### config.mk
export PLATFORM = sky130hd
export DESIGN_NAME = rf_wb_arbiter_flat
export DESIGN_NICKNAME = d
export VERILOG_FILES = /design/src/rtl/rf_wb_arbiter_pkg.sv /design/src/rtl/rf_wb_arbiter_if.sv /design/src/rtl/rf_wb_arbiter_rr_arb2.sv /design/src/rtl/rf_wb_arbiter.sv /design/src/flat_wrapper.sv
export SDC_FILE = /design/constraint.sdc
export NUM_CORES = 1
export LEC_CHECK = 0
export ABC_AREA = 1
export CORE_UTILIZATION = 35
export CTS_CLUSTER_DIAMETER = 30
export DETAILED_ROUTE_END_ITERATION = 7
export GPL_ROUTABILITY_DRIVEN = 1
export GPL_TIMING_DRIVEN = 0
export PLACE_DENSITY = 0.8
export SLEW_MARGIN = 20
export SYNTH_ARGS = -nofsm -noshare
export SYNTH_HDL_FRONTEND = slang
export SYNTH_HIERARCHICAL = 1
export SYNTH_SLANG_ARGS = --single-unit
export TNS_END_PERCENT = 30
### constraint.sdc
create_clock -name clk -period 1.6 [get_ports clk]
set_input_delay 0.32 -clock clk [delete_from_list [all_inputs] [get_ports clk]]
set_output_delay 0.32 -clock clk [all_outputs]
set_load 0.005 [all_outputs]
### src/rtl/rf_wb_arbiter_pkg.sv
// Shared types and constants for the register-file write-back arbiter.
// The RF_WB_BYPASS_EN build option is handled in rf_wb_arbiter.sv.
package rf_wb_arbiter_pkg;

    localparam int unsigned NUM_REGS   = 32;
    localparam int unsigned REG_ADDR_W = $clog2(NUM_REGS);
    localparam int unsigned WB_DATA_W  = 32;

    // One write-back request; also the layout of the registered output stage.
    typedef struct packed {
        logic                  valid;
        logic [REG_ADDR_W-1:0] addr;
        logic [WB_DATA_W-1:0]  data;
    } wb_req_t;

endpackage

### src/rtl/rf_wb_arbiter_if.sv
// Write-back request channel: valid/ready handshake carrying a destination register and data.
interface rf_wb_arbiter_if #(
    parameter int unsigned DATA_W = 32
);
    import rf_wb_arbiter_pkg::*;

    logic                  valid;
    logic                  ready;
    logic [REG_ADDR_W-1:0] addr;
    logic [DATA_W-1:0]     data;

    modport master (output valid, output addr, output data, input ready);
    modport slave  (input valid, input addr, input data, output ready);

endinterface

### src/rtl/rf_wb_arbiter_rr_arb2.sv
// Two-input round-robin grant generator; owns the priority pointer.
module rr_arb2 (
    input  logic       clk,
    input  logic       reset_n,
    input  logic       hold,
    input  logic [1:0] valid,
    output logic [1:0] grant
);

    logic prio_q, prio_d;

    // Grants depend only on valid, prio and hold so ready never loops through the requester.
    always_comb begin
        grant = 2'b00;
        if (!hold) begin
            if (valid == 2'b11) grant = prio_q ? 2'b10 : 2'b01;
            else                grant = valid;
        end
    end

    always_comb begin
        prio_d = prio_q;
        if (grant[0])      prio_d = 1'b1;
        else if (grant[1]) prio_d = 1'b0;
    end

    always_ff @(posedge clk or negedge reset_n) begin
        if (!reset_n) prio_q <= 1'b0;
        else          prio_q <= prio_d;
    end

endmodule

### src/rtl/rf_wb_arbiter.sv
// Write-back arbiter for the integer register file: round-robin between two requesters,
// one-deep registered write stage and read-after-write hit reporting (forwarding with RF_WB_BYPASS_EN).
module rf_wb_arbiter
    import rf_wb_arbiter_pkg::*;
#(
    parameter int unsigned DATA_W = WB_DATA_W
) (
    input  logic                  clk,
    input  logic                  reset_n,
    input  logic                  hold,
    rf_wb_arbiter_if.slave        req0,
    rf_wb_arbiter_if.slave        req1,
    output logic                  rf_write,
    output logic [REG_ADDR_W-1:0] rf_waddr,
    output logic [DATA_W-1:0]     rf_wdata,
    input  logic [REG_ADDR_W-1:0] rs1_addr,
    input  logic [REG_ADDR_W-1:0] rs2_addr,
`ifdef RF_WB_BYPASS_EN
    output logic [DATA_W-1:0]     rs1_fwd,
    output logic [DATA_W-1:0]     rs2_fwd,
`endif
    output logic                  rs1_hit,
    output logic                  rs2_hit
);

    logic [1:0] grant;
    wb_req_t    out_q, out_d;

    rr_arb2 u_rr_arb2 (
        .clk     (clk),
        .reset_n (reset_n),
        .hold    (hold),
        .valid   ({req1.valid, req0.valid}),
        .grant   (grant)
    );

    assign req0.ready = grant[0];
    assign req1.ready = grant[1];

    // Writes to x0 still handshake but load a non-valid stage so x0 is never written or hit.
    always_comb begin
        out_d       = out_q;
        out_d.valid = 1'b0;
        if (grant[0]) begin
            out_d.valid = (req0.addr != '0);
            out_d.addr  = req0.addr;
            out_d.data  = req0.data;
        end else if (grant[1]) begin
            out_d.valid = (req1.addr != '0);
            out_d.addr  = req1.addr;
            out_d.data  = req1.data;
        end
    end

    always_ff @(posedge clk or negedge reset_n) begin
        if (!reset_n) out_q <= '0;
        else          out_q <= out_d;
    end

    assign rf_write = out_q.valid;
    assign rf_waddr = out_q.addr;
    assign rf_wdata = out_q.data;

    assign rs1_hit = out_q.valid && (out_q.addr == rs1_addr) && (rs1_addr != '0);
    assign rs2_hit = out_q.valid && (out_q.addr == rs2_addr) && (rs2_addr != '0);

`ifdef RF_WB_BYPASS_EN
    assign rs1_fwd = rs1_hit ? out_q.data : '0;
    assign rs2_fwd = rs2_hit ? out_q.data : '0;
`endif

endmodule

### src/flat_wrapper.sv
// flat-port wrapper written by rule: the top's interface ports become plain ports
module rf_wb_arbiter_flat import rf_wb_arbiter_pkg::*;
#(
    parameter int unsigned DATA_W = WB_DATA_W
)
  (clk, reset_n, hold, rf_write, rf_waddr, rf_wdata, rs1_addr, rs2_addr, rs1_hit, rs2_hit, req0_valid, req0_addr, req0_data, req0_ready, req1_valid, req1_addr, req1_data, req1_ready);
  rf_wb_arbiter_if #(.DATA_W(DATA_W)) req0_i ();
  rf_wb_arbiter_if #(.DATA_W(DATA_W)) req1_i ();
  input  logic clk;
  input  logic reset_n;
  input  logic hold;
  output logic rf_write;
  output logic [REG_ADDR_W-1:0] rf_waddr;
  output logic [DATA_W-1:0] rf_wdata;
  input  logic [REG_ADDR_W-1:0] rs1_addr;
  input  logic [REG_ADDR_W-1:0] rs2_addr;
  output logic rs1_hit;
  output logic rs2_hit;
  input wire logic [$bits(req0_i.valid)-1:0] req0_valid;
  input wire logic [$bits(req0_i.addr)-1:0] req0_addr;
  input wire logic [$bits(req0_i.data)-1:0] req0_data;
  output wire logic [$bits(req0_i.ready)-1:0] req0_ready;
  input wire logic [$bits(req1_i.valid)-1:0] req1_valid;
  input wire logic [$bits(req1_i.addr)-1:0] req1_addr;
  input wire logic [$bits(req1_i.data)-1:0] req1_data;
  output wire logic [$bits(req1_i.ready)-1:0] req1_ready;
  assign req0_i.valid = req0_valid;
  assign req0_i.addr = req0_addr;
  assign req0_i.data = req0_data;
  assign req0_ready = req0_i.ready;
  assign req1_i.valid = req1_valid;
  assign req1_i.addr = req1_addr;
  assign req1_i.data = req1_data;
  assign req1_ready = req1_i.ready;
  rf_wb_arbiter #(.DATA_W(DATA_W)) u_core (.clk(clk), .reset_n(reset_n), .hold(hold), .req0(req0_i), .req1(req1_i), .rf_write(rf_write), .rf_waddr(rf_waddr), .rf_wdata(rf_wdata), .rs1_addr(rs1_addr), .rs2_addr(rs2_addr), .rs1_hit(rs1_hit), .rs2_hit(rs2_hit));
endmodule
==> results of run 1 <==
==> power groups by stage <==
stage	Combinational (mW)	Sequential (mW)	Clock, mW
2_1_floorplan	0.350	1.31	0
3_3_place_gp	1.05	1.29	0
3_5_place_dp	1.07	1.30	0
4_1_cts	1.09	1.29	0.687
5_1_grt	1.20	1.32	0.719
6_report	1.08	1.29	0.662
==> cells in the final DEF (no fill, tap or decap), drive strengths merged, types with 2 or more instances in the layout <==
cell and n:
buf 20, dlymetal6s2s 2, nor2 78, inv 21, nand2 33, o21ai 2
clkbuf 6, o22ai 36, clkdlybuf4s50 114, a21oi 7, dfrtp 39, nand3 7
dlygate4sd2 9
==> layout make-up <==
type | instances | area, um^2 | area share, %
Timing Repair Buffer | 135 | 1330 | 38.7
Sequential cell | 39 | 980 | 28.5
Multi-Input combinational cell | 165 | 777 | 22.6
Buffer | 11 | 95.1 | 2.76
Tap cell | 70 | 87.6 | 2.55
Clock buffer | 6 | 82.6 | 2.40
Inverter | 21 | 81.3 | 2.36
Clock inverter | 1 | 5.00 | 0.145
==> sequential cells by signal, summed over array words and instances (netlist names) <==
| signal | cells |
|---|---|
| u_core/rf_wdata | 32 |
| u_core/rf_waddr | 5 |
| u_core/rf_write | 1 |
| u_core/u_rr_arb2/prio_q | 1 |
==> metal layers <==
metal / routed length (um) / up-vias
li1: - / 1061
met1: 2110 / 965
met2: 2870 / 90
met3: 479 / 6
met4: 52 / 0
met5: 0 / -
==> path summary, 6_finish.rpt <==
path | start | to | cells after the start
min in group clk | u_core/rf_wdata[22]$_DFFE_PN0P_ | u_core/rf_wdata[22]$_DFFE_PN0P_ | 2
max reg2reg | u_core/u_rr_arb2/prio_q$_DFFE_PN0P_ | u_core/rf_wdata[30]$_DFFE_PN0P_ | 9
max | u_core/rf_waddr[2]$_DFFE_PN0P_ | rs1_hit | 7
max in group asynchronous | reset_n | u_core/rf_wdata[22]$_DFFE_PN0P_ | 2
min | reset_n | u_core/rf_wdata[18]$_DFFE_PN0P_ | 1
min reg2reg | u_core/rf_wdata[22]$_DFFE_PN0P_ | u_core/rf_wdata[22]$_DFFE_PN0P_ | 2
==> kinds of logic (layout without fill, tap and decap cells) <==
family          Yosys count  count (layout)
flops                    39              39
simple gates            119             119
buf+inv                  32             174
compound gates           46              46
==> worst max-delay path, cell delays in order, from the launching register on <==
cell and delay (ns):
sky130_fd_sc_hd__dfrtp_1 0.40, sky130_fd_sc_hd__buf_4 0.14, sky130_fd_sc_hd__nand2_1 0.06, sky130_fd_sc_hd__nand2_1 0.05, sky130_fd_sc_hd__nor2_1 0.10, sky130_fd_sc_hd__nand3_1 0.07, sky130_fd_sc_hd__nor2_1 0.08, sky130_fd_sc_hd__buf_2 0.11
==> repair_timing <==
action | in CTS | in global routing
pin swaps | 7 | 5
hold buffers | 0 | 0
setup buffers | 3 | 1
resized for setup | 28 | 10
setup endpoints to repair | 4 | 15
==> PnR_summary.wiki, run 1 <==
{| class="wikitable"
! Metric !! Value
|-
| Number of design rule violations left after detail routing || 0
|-
| Grt met3 use || 6.75%
|-
| Area of all placed cells without fillers || 0.00344 mm^2
|-
| Combinational share of power || 35.8%
|-
| Slew @ Worst Pin || 0.533 ns
|-
| Dominant combinational cell family by area after synthesis || simple AND/OR/NAND/NOR gates
|-
| TritonCTS clock tree || yes
|-
| Reg-to-reg setup timing slack || 0.19 ns
|-
| Wirelength per Cell || 12.3 um
|-
| Total vias in the final route || 2,122
|-
| Proportion of layout cells with a drive suffix above 1 || 11.1%
|-
| Post-synthesis register bit count || 39
|-
| Global-route wire length before repair || 8.47 mm
|-
| Cell taking the most area after synthesis || sky130_fd_sc_hd__dfrtp_1
|-
| Maximum fanout along the worst path || 3
|-
| Placed Cells || 437
|-
| Placeable core area || 0.00517 mm^2
|-
| Clock tree buffer depth || 2
|-
| Total die area || 0.00574 mm^2
|-
| Most used flip-flop cell after synthesis || sky130_fd_sc_hd__dfrtp_1
|-
| H-Tree Depth || 2
|-
| Dominant cells by area after synthesis || sky130_fd_sc_hd__dfrtp_1, sky130_fd_sc_hd__nor2_1, sky130_fd_sc_hd__o22ai_1
|-
| Net Count, Synth || 325
|-
| Reg power frac || 42.4%
|-
| Skew-Pair Late Insertion Delay || 0.28 ns
|-
| Element type at the critical path end || primary output
|-
| Portion of the post-synthesis area used by sequential elements || 51.3%
|-
| Post-route core utilization || 66.5%
|-
| Peak supply drop || 456 uV
|-
| Final critical-path required period || 1.63 ns
|-
| Leak Pwr || 1.52 nW
|-
| Final HPWL DP || 4.34 mm
|-
| Via count of the first global-routing pass || 2,031
|-
| Mean Syn Cell Area || 8.06 um^2
|-
| Leading cell types by count after synthesis || sky130_fd_sc_hd__nor2_1, sky130_fd_sc_hd__dfrtp_1, sky130_fd_sc_hd__o22ai_1
|-
| Total power after layout || 3.03 mW
|-
| Count of input and output buffers || 130
|-
| Cell at the root of the clock tree || sky130_fd_sc_hd__clkbuf_8
|-
| Count of standard-cell rows || 26
|-
| Sink count of the clock tree || 39
|-
| Max-cap violations || 0
|-
| Area post-placement || 0.00331 mm^2
|-
| Number of synthesized flops with an enable pin || 0
|-
| Crit Path Class || reg -> out
|-
| Maximum clock skew at final layout || 0.00424 ns
|-
| Horizontal die dimension || 75.7 um
|-
| Power density relative to cell area || 882 mW/mm^2
|-
| TritonRoute pass-1 iters || 4
|-
| Cell-internal power || 2.19 mW
|-
| GR Overflow Total || 0
|-
| Post-Synth Simple-Gate Area || 24.8%
|-
| Met2 Usage GRT || 37.1%
|-
| Synthesized instance count || 236
|-
| Proportion of synthesized flip-flops having asynchronous set or reset || 100%
|-
| Placer Congestion || 0.806
|-
| HP Class || in -> async
|-
| Number of nets in the finished design || 467
|-
| Post-synthesis instance area || 0.00190 mm^2
|-
| Worst-case setup margin in the final layout || -0.0291 ns
|-
| Fraction of met1 tracks used by global routing || 20.6%
|-
| Compound-cell area share of the yosys netlist || 14.8%
|-
| Tightest slew margin relative to the limit || 64.5%
|-
| Hold WS || 0.0129 ns
|-
| Slew Limit Fails || 0
|-
| Clock input transition at the sequential cells of the worst setup and hold paths || 0.07 ns
|-
| Type of origin of the critical path || flip-flop
|-
| Top-area cell type share of the netlist area || 51.3%
|-
| Count of endpoints failing setup in the final report || 1
|-
| Peak clock frequency supported by timing || 614 MHz
|-
| Syn. warnings || 6
|-
| CP arrival || 1.31 ns
|-
| Period utilisation layout || 102%
|-
| CTS buffer count || 5
|-
| # fillers || 453
|-
| Post-Synth XOR/XNOR Area || 0%
|-
| Share of cell area taken by muxes after synthesis || 0%
|-
| Largest net degree at the start of global routing || 22
|-
| RSZ-0062 raised after global routing || true
|-
| Dpl ws || -0.451 ns
|-
| Outcome || complete, but fails checks
|-
| GRT Util Overall || 19.8%
|-
| GRT busiest layer || met2
|-
| Area Overhead vs Synth || 80.8%
|-
| Ports || 131
|-
| Sw Share || 27.8%
|-
| Starting DRT DRC Count || 49
|-
| Clock network power share || 21.8%
|-
| Switching power || 0.843 mW
|-
| Antenna violation net count after detailed routing || 0
|-
| Most frequent cell after synthesis || sky130_fd_sc_hd__nor2_1
|-
| Via count normalized by instance count || 4.74
|-
| Post-Layout Cell Count || 448
|-
| Number of diodes || 0
|-
| Hold violation count in the final report || 0
|-
| Number of unique standard cell types used by synthesis || 16
|-
| CP Data Required Time || 1.28 ns
|-
| Final WL || 5.52 mm
|-
| Antenna violations before repair || 0
|-
| Adder and majority gate portion of the synthesized area || 0%
|-
| Initial core utilization || 36.8%
|-
| Summed negative setup slack over all endpoints || -0.0291 ns
|-
| Violations in the final reports || negative setup slack
|-
| Die Ht || 75.7 um
|}
Power figures use the tool's default switching activity.
==> inputs of run 2 (changes only) <==
--- a/config.mk
+++ b/config.mk
@@ -6,6 +6,7 @@
 export NUM_CORES = 1
 export LEC_CHECK = 0
 export ABC_AREA = 1
+export CORE_ASPECT_RATIO = 0.6
 export CORE_UTILIZATION = 35
 export CTS_CLUSTER_DIAMETER = 30
 export DETAILED_ROUTE_END_ITERATION = 7
==> PnR_summary.wiki, run 2 (synthesis gave the netlist of run 1 again) <==
{| class="wikitable"
! Metric !! Value
|-
| Count of input and output buffers || 130 (unchanged)
|-
| Die Ht || 59.1 um (-22%)
|-
| Area Overhead vs Synth || 82.4%
|-
| R2R Path Start || u_core/u_rr_arb2/prio_q$_DFFE_PN0P_
|-
| Met2 Usage GRT || 35.6% (-1.5 points)
|-
| Antenna violations before repair || 0 (unchanged)
|-
| Starting DRT DRC Count || 53 (+8.2%)
|-
| Initial core utilization || 36.9% (+0.13 points)
|-
| Count of endpoints failing setup in the final report || 2 (+1)
|-
| Seq. cell area || 977 um^2 (-0.26%)
|-
| GR Overflow Total || 0 (unchanged)
|-
| Maximum clock skew at final layout || 0.00747 ns (+0.00324 ns)
|-
| Final HPWL DP || 4.72 mm (+8.7%)
|-
| Post-route core utilization || 67.3% (+0.81 points)
|-
| Crit Path Class || reg -> out
|-
| Final WL || 6.02 mm (+9.1%)
|-
| Path depth of the worst reg2reg path || 9 (unchanged)
|-
| Total die area || 0.00575 mm^2 (+0.16%)
|-
| RSZ-0062 raised after global routing || true
|-
| TritonCTS clock tree || yes
|-
| Slew @ Worst Pin || 0.488 ns (-0.0450 ns)
|-
| Clock tree buffer depth || 2 (unchanged)
|-
| Reg-to-reg setup timing slack || 0.14 ns (-0.05 ns)
|-
| Crit path launch || u_core/rf_waddr[1]$_DFFE_PN0P_
|-
| GRT busiest layer || met2
|-
| Final critical-path required period || 1.68 ns (+0.0462 ns)
|-
| Period utilisation layout || 105% (+2.9 points)
|-
| Outcome || complete, but fails checks
|-
| Number of diodes || 0 (unchanged)
|-
| Proportion of layout cells with a drive suffix above 1 || 10.2% (-0.87 points)
|-
| Total power after layout || 3.12 mW (+2.9%)
|-
| Slew Limit Fails || 0 (unchanged)
|-
| Skew-Pair Late Insertion Delay || 0.28 ns (about the same)
|-
| Via count of the first global-routing pass || 2,060 (+1.4%)
|-
| Power density relative to cell area || 899 mW/mm^2 (+2.0%)
|-
| CTS buffer count || 5 (unchanged)
|-
| Type of origin of the critical path || flip-flop
|-
| Clock input transition at the sequential cells of the worst setup and hold paths || 0.08 ns (about the same)
|-
| Number of design rule violations left after detail routing || 0 (unchanged)
|-
| Post-Layout Cell Count || 447 (-0.22%)
|-
| Placeable core area || 0.00515 mm^2 (-0.34%)
|-
| Maximum fanout along the worst path || 4 (+1)
|-
| Fraction of met1 tracks used by global routing || 27.4% (+6.8 points)
|-
| Hold WS || 0.467 ns (+0.454 ns)
|-
| CP arrival || 1.36 ns (+0.05 ns)
|-
| Element type at the critical path end || primary output
|-
| Most common cell after layout, fill and taps aside || sky130_fd_sc_hd__clkdlybuf4s50_1
|-
| Wirelength per Cell || 13.5 um (+9.3%)
|-
| Area of combinational cells with multiple inputs || 771 um^2 (-0.81%)
|-
| Largest net degree at the start of global routing || 23 (+4.5%)
|-
| CP Data Required Time || 1.28 ns (about the same)
|-
| Dpl ws || -0.463 ns (-0.0124 ns)
|-
| HP Class || in -> reg
|-
| Grt met3 use || 8.73% (+2.0 points)
|-
| Number of nets in the finished design || 469 (+0.43%)
|-
| Count of standard-cell rows || 20 (-23%)
|-
| Worst r2r dst || u_core/rf_wdata[10]$_DFFE_PN0P_
|-
| Placer Congestion || 0.796 (-1.1%)
|-
| Max-cap violations || 0 (unchanged)
|-
| Via count normalized by instance count || 4.82 (+1.8%)
|-
| Peak supply drop || 484 uV (+6.1%)
|-
| Ports || 131 (unchanged)
|-
| Total vias in the final route || 2,155 (+1.6%)
|-
| Worst-case setup margin in the final layout || -0.0753 ns (-0.0462 ns)
|-
| Placed Cells || 433 (-0.92%)
|-
| Sink count of the clock tree || 39 (unchanged)
|-
| TritonRoute pass-1 iters || 5 (+1)
|-
| Horizontal die dimension || 97.2 um (+28%)
|-
| CP endpoint || rs2_hit
|-
| Violations in the final reports || negative setup slack
|-
| Antenna violation net count after detailed routing || 0 (unchanged)
|-
| Leak Pwr || 1.57 nW (+3.2%)
|-
| # fillers || 435 (-4.0%)
|-
| Highest-count cells in the layout ignoring fill and taps || sky130_fd_sc_hd__clkdlybuf4s50_1, sky130_fd_sc_hd__nor2_1, sky130_fd_sc_hd__dfrtp_1, sky130_fd_sc_hd__o22ai_1, sky130_fd_sc_hd__nand2_1
|-
| GRT Util Overall || 21.8% (+2.0 points)
|-
| Global-route wire length before repair || 9.74 mm (+15%)
|-
| H-Tree Depth || 2 (unchanged)
|-
| Tightest slew margin relative to the limit || 67.5% (+3.0 points)
|-
| Hold violation count in the final report || 0 (unchanged)
|-
| Cell at the root of the clock tree || sky130_fd_sc_hd__clkbuf_8
|-
| Flip-flop count of the largest register, all copies and words added || 32 (unchanged)
|-
| Peak clock frequency supported by timing || 597 MHz (-2.8%)
|}
==> run 2: cell count changes in the layout (fill, tap and decap cells not counted), sizes merged <==
cell          before  now
dlygate4sd2        9    4
dlymetal6s2s       2    6
buf               20   22
clkbuf             6    8
clkinv             1    0
dlygate4sd3        0    1
==> run 2: layout make-up <==
class                      instances  share of cell area (%)
buffer                            11                    2.74
clock buffer                       8                    2.88
inverter                          21                    2.27
multi-input combinational        165                    22.2
sequential                        39                    28.2
tap                               66                    2.38
timing repair buffer             137                    39.4
==> run 2: how the worst min path moves through the flow <==
stage	start	endpoint	slack (ns)	cells after the start
5_1_grt	hold	u_core/u_rr_arb2/prio_q$_DFFE_PN0P_	0.50	4
3_3_place_gp	u_core/rf_wdata[22]$_DFFE_PN0P_	u_core/rf_wdata[22]$_DFFE_PN0P_	0.48	2
3_5_place_dp	reset_n	u_core/rf_waddr[4]$_DFFE_PN0P_	0.30	1
6_report	hold	u_core/u_rr_arb2/prio_q$_DFFE_PN0P_	0.47	4
4_1_cts	hold	u_core/u_rr_arb2/prio_q$_DFFE_PN0P_	0.45	4
2_1_floorplan	reset_n	u_core/rf_waddr[0]$_DFFE_PN0P_	0.02	0
==> run 2: repair_timing <==
item / 4_1_cts / 5_1_grt
endpoints found under the hold margin: 17 / 0
gates resized for setup: 15 / 14
setup endpoints to repair: 5 / 5
pin swaps: 0 / 6
cloned: 0 / 0
buffers inserted: 1 / 4
hold buffers: 1 / 0
==> run 2: report_power, final <==
| group | total [mW] | switching [mW] | internal (mW) |
|---|---|---|---|
| clock | 0.727 | 0.333 | 0.394 |
| sequential | 1.28 | 0.112 | 1.17 |
| combinational | 1.11 | 0.424 | 0.688 |
| total | 3.12 | 0.870 | 2.25 |
==> run 2: per-layer routing <==
metal | vias to the layer above | share of wire (%)
met3 | 4 | 12
met4 | 0 | 0.52
met2 | 108 | 44
li1 | 1063 | -
met5 | - | 0
met1 | 980 | 43
==> run 2: through the flow <==
stage / area [um^2] / setup TNS, ns
floorplan: 1900 / 0
global placement: 3290 / -40.09
CTS: 3440 / -0.301
global route: 3470 / -0.282
finish: 3470 / -0.127
detailed placement: 3310 / -10.70
==> run 2: critical path, cell delays in order (launching register included) <==
cell and delay, ns:
sky130_fd_sc_hd__dfrtp_1 0.42, sky130_fd_sc_hd__buf_4 0.15, sky130_fd_sc_hd__nor2_1 0.11, sky130_fd_sc_hd__nand3_1 0.09, sky130_fd_sc_hd__a21oi_1 0.13, sky130_fd_sc_hd__nor2_1 0.05, sky130_fd_sc_hd__buf_2 0.12
==> patch 1, RTL diff (config.mk and constraints of run 1) <==
The package constant `WB_DATA_W` goes from 32 to 36.
--- a/src/rtl/rf_wb_arbiter_pkg.sv
+++ b/src/rtl/rf_wb_arbiter_pkg.sv
@@ -6,3 +6,3 @@
     localparam int unsigned REG_ADDR_W = $clog2(NUM_REGS);
-    localparam int unsigned WB_DATA_W  = 32;
+    localparam int unsigned WB_DATA_W  = 36;
 
Ports: changed (resized req0_data, req1_data and rf_wdata); port bits go from 131 to 143. No check against the original RTL was run, so the function may have changed too.
==> patch 1 against run 1 <==
The flow still finishes with violations (setup timing). Combinational power increased by 12%. Routed wire length increased by 15%. Synthesized area rose by 7.2%. Setup slack lost 0.10 ns. Synthesized cell count increased by 7.6%. Count of clock-buffer cells in the layout grew 1. Total power grew 12%. Sequential cell count up 4. Sequential power is 9% higher. Final area grew 9.7%. Fmax fell by 5.9%. Via count increased by 8.3%. Critical endpoint is now rs2_hit. Largest power group unchanged.
==> patch 1: results (changes against run 1) <==
power:
  pg_clk_w: 0.000763  # was 0.000662 W
  p_int_w: 0.00244  # was 0.00219 W
  pwr-share-seq_pct: 41.7  # was 42.4%
  p_leak_nw: 1.71  # was 1.52 nW
status:
  outcome: "complete, but fails checks"  # unchanged
  violations: "setup timing"  # unchanged
sta:
  setup_viol: 3  # was 1
  finalWorstSetupSlack_ns: -0.132  # was -0.0291 ns
  slew_headroom_pct: 57.9  # was 64.5%
  max_freq_mhz: 577  # was 614 MHz
  whs_ns: 0.0317  # was 0.0129 ns
  finalSetupTns_ns: -0.141  # was -0.0291 ns
  clock_skew_ns: 0.00584  # was 0.00424 ns
yosys:
  syn-num-nets: 351  # was 325
  ys_top_cells_by_count: "nor2_1 (86), dfrtp_1 (43), o22ai_1 (40)"  # was nor2_1 (78), dfrtp_1 (39), o22ai_1 (36)
  synth_seq_area_share_pct: 52.8  # was 51.3%
  synth_area_leaders: "dfrtp_1 (53%), nor2_1 (16%), o22ai_1 (12%)"  # was dfrtp_1 (51%), nor2_1 (15%), o22ai_1 (12%)
worst_setup_path:
  critPathLaunch: "rs2_addr[2]"  # was u_core/rf_waddr[2]
  r2r_setup_slack_ns: 0.21  # was 0.19 ns
  crit_path_end: "rs2_hit"  # was rs1_hit
  critPathArrivalTime_ns: 1.41  # was 1.31 ns
placement:
  place_hpwl_um: 4790  # was 4340 um
  post_dp_cell_area_sq_um: 3570  # was 3310 sq um
  post-place-cells: 469  # was 437
  place_ws_ns: -0.457  # was -0.451 ns
final_layout:
  multi_input_area_sq_um: 826  # was 777 sq um
  fillerInstances: 502  # was 453
  largest_reg_flops: 36  # was 32
  final_layout_size_suffix_gt1_share_pct: 12.2  # was 11.1%
  stdcell_count: 483  # was 448
drt:
  route.met2.wl_um: 3300  # was 2870 um
  wl_per_cell_um: 13.2  # was 12.3 um
  wl_met1_um: 2530  # was 2110 um
  wl_met3_um: 478  # was 479 um
  viasPerCell: 4.76  # was 4.74
grt:
  grt_max_degree: 26  # was 22
  grt_util_met2_pct: 39.6  # was 37.1%
  grt_pass1_wl_um: 10200  # was 8470 um
  gr-usage-met3_pct: 6.86  # was 6.75%
  globalRouteMet1Util_pct: 23.9  # was 20.6%
  grt_pass1_vias: 2280  # was 2,031
  gr-usage-all-layers_pct: 21.5  # was 19.8%
==> patch 1: cell count changes after synthesis, moves of 2 or more <==
cell	before	now
nor2_1	78	86
buf_2	1	8
buf_4	6	2
dfrtp_1	39	43
o22ai_1	36	40
nand2_4	2	0
==> patch 1: layout make-up <==
cell class              count  area share [%]
repair buffers            149            39.6
clock inverters             1           0.199
well taps                  72            2.39
clock buffers               7            2.55
plain buffers              13            2.62
multi-input cells         177            21.9
flip-flops and latches     43            28.5
inverters                  21            2.22
==> patch 1: critical path: stages <==
cell and delay (ns):
clkdlybuf4s50_1 0.50, inv_1 0.07, nand2_1 0.05, o21ai_0 0.07
inv_1 0.08, nand3_1 0.10, nor2_2 0.11, buf_2 0.11
==> patch 1: kinds of logic (layout without fill, tap and decap cells) <==
family          count (synthesis)  after routing  share of synthesized area [%]
flops                          43             43                           52.8
compound gates                 50             50                           15.0
simple gates                  127            127                           24.0
buf+inv                        34            191                           8.22
==> patch 2, RTL diff (settings of run 1) <==
Made on the original files. Make the reset (`reset_n`) synchronous in 2 clocked blocks.
--- a/src/rtl/rf_wb_arbiter_rr_arb2.sv
+++ b/src/rtl/rf_wb_arbiter_rr_arb2.sv
@@ -26,3 +26,3 @@
 
-    always_ff @(posedge clk or negedge reset_n) begin
+    always_ff @(posedge clk) begin
         if (!reset_n) prio_q <= 1'b0;
--- a/src/rtl/rf_wb_arbiter.sv
+++ b/src/rtl/rf_wb_arbiter.sv
@@ -54,3 +54,3 @@
 
-    always_ff @(posedge clk or negedge reset_n) begin
+    always_ff @(posedge clk) begin
         if (!reset_n) out_q <= '0;
Function: differs if reset_n is asserted again (counterexample within 4 cycles, from zero or initial values and one cycle with reset_n low); with reset_n held inactive, the same outputs for 10 cycles.
==> patch 2 against run 1 <==
Sequential cell count stayed put. Total power is 20% lower. Routed wire length is 20% higher. Setup slack better by 0.069 ns. Final cell count is 28% higher. Synthesized area is 10% higher. Sequential share of layout area is 7.3 points lower. Final area is 8.1% higher.
==> patch 2: results (changes against run 1) <==
worst_setup_path:
  cp_max_fo: 2  # was 3
  critPathArrivalTime_ns: 1.24  # was 1.31 ns
  slowest_stage: "clkdlybuf4s50_1"  # was dfrtp_1
  crit_family: "buffers and inverters"  # was flip-flops
placement:
  post-place-cells: 556  # was 437
  place_congestion: 0.761  # was 0.806
  place_ws_ns: -0.558  # was -0.451 ns
  place_hpwl_um: 4850  # was 4340 um
  portBuffers: 130  # unchanged
final_layout:
  stdcell_count: 572  # was 448
  layout.nets: 588  # was 467
  fillerInstances: 514  # was 453
  largest_reg_flops: 32  # unchanged
  final_layout_size_suffix_gt1_share_pct: 8.80  # was 11.1%
  n_antenna_cell: 0  # unchanged
grt:
  grt_pass1_wl_um: 10200  # was 8470 um
  grt_max_degree: 12  # was 22
  grt_pass1_vias: 2354  # was 2,031
  gr-usage-all-layers_pct: 20.6  # was 19.8%
power:
  ir_worst_vdd_uv: 438  # was 456 uV
  p_leak_nw: 1.92  # was 1.52 nW
  p_int_w: 0.00177  # was 0.00219 W
yosys:
  ys_top_cells_by_count: "nand2_1 (176), inv_1 (56), dfxtp_1 (39)"  # was nor2_1 (78), dfrtp_1 (39), o22ai_1 (36)
  syn-num-nets: 443  # was 325
  synth.avg_cell_area_sq_um: 5.91  # was 8.06 sq um
  yosys_most_used_dff: "dfxtp_1"  # was dfrtp_1
  synthArstFlopShare_pct: 0  # was 100%
  synth.distinct_cells: 18  # was 16
  yosysWarnings: 6  # unchanged
  synth_seq_area_share_pct: 37.3  # was 51.3%
  synth_area_leaders: "dfxtp_1 (37%), nand2_1 (32%), inv_1 (10%)"  # was dfrtp_1 (51%), nor2_1 (15%), o22ai_1 (12%)
drt:
  viasPerCell: 4.52  # was 4.74
  wl_um: 6600  # was 5520 um
  drtIter0Drc: 58  # was 49
min_path:
  min_path_type: "in2reg"  # was in2async
status:
  outcome: "finished clean"  # was complete, but fails checks
sta:
  worst_pin_slew_ns: 0.468  # was 0.533 ns
  clock_skew_ns: 0.00357  # was 0.00424 ns
clock_network:
  clkTransAtPathRegs_ns: 0.07  # about the same
-- patch 2: cell count changes after synthesis, sizes merged, moves of 2 or more --
cell / before / now
nand3: 7 / 39
dfxtp: 0 / 39
clkbuf: 0 / 2
dfrtp: 39 / 0
nor2: 78 / 14
buf: 11 / 14
inv: 21 / 58
o21ai: 2 / 6
a21oi: 7 / 3
nand2: 33 / 178
o22ai: 36 / 0
-- patch 2: cells by family after synthesis --
family          after synthesis  synth area share, %
buf+inv                      74                 15.3
simple gates                232                 45.1
flops                        39                 37.3
compound gates                9                 2.33
-- patch 2: power groups by stage --
stage	Combinational [W]	Sequential, W	Clock, W
3_5_place_dp	0.000668	0.00109	0
2_1_floorplan	0.000253	0.00110	0
5_1_grt	0.000784	0.00108	0.000697
3_3_place_gp	0.000657	0.00109	0
4_1_cts	0.000684	0.00107	0.000663
6_report	0.000710	0.00107	0.000633
-- patch 2: path summary, 6_finish.rpt --
check | from | endpoint | slack [ns] | depth (start not counted)
worst min-delay path | hold | u_core/u_rr_arb2/prio_q | 0.37 | 4
worst min register to register | u_core/u_rr_arb2/prio_q | u_core/u_rr_arb2/prio_q | 0.49 | 2
worst max register to register | u_core/u_rr_arb2/prio_q | u_core/rf_wdata[28] | 0.13 | 11
worst max-delay path | rs2_addr[0] | rs2_hit | 0.04 | 7
-- patch 2: layout make-up --
cell class                 instances  area [sq um]  area share (%)
tap                               72          90.1            2.42
clock buffer                       7          76.3            2.05
sequential                        39           788            21.2
inverter                          58           218            5.85
multi-input combinational        241          1010            27.2
clock inverter                     1          5.00           0.134
timing repair buffer             138          1380            37.2
buffer                            16           148            3.97
-- patch 2: routing by layer --
layer | wire length [um] | GRT usage [%] | vias up
li1 | - | - | 1332
met1 | 2760 | 22.2 | 1170
met2 | 3330 | 38.9 | 80
met3 | 478 | 6.55 | 4
met4 | 29 | 4.73 | 0
met5 | 0 | 0 | -
-- patch 2: metrics by stage --
step / hold WS (ns) / instance area (sq um) / util (%)
final: 0.367 / 3720 / 66.0
after global routing: 0.366 / 3720 / 66.0
after CTS: 0.493 / 3610 / 64.0
after detailed placement: 0.477 / 3480 / 61.8
after global placement: 0.475 / 3480 / 61.8
after floorplan: 0.442 / 2090 / -
-- patch 2: what timing repair did --
item / CTS / global route
setup buffers: 6 / 0
setup endpoints to repair: 42 / 41
pin swaps: 4 / 3
gates cloned: 0 / 2
gates resized for setup: 23 / 25
-- patch 2: tightest hold or removal path, delay by kind of cell --
kind / cells / cell delay [ns]
buf+inv: 2 / 0.16
simple gates: 1 / 0.08
compound gates: 1 / 0.05
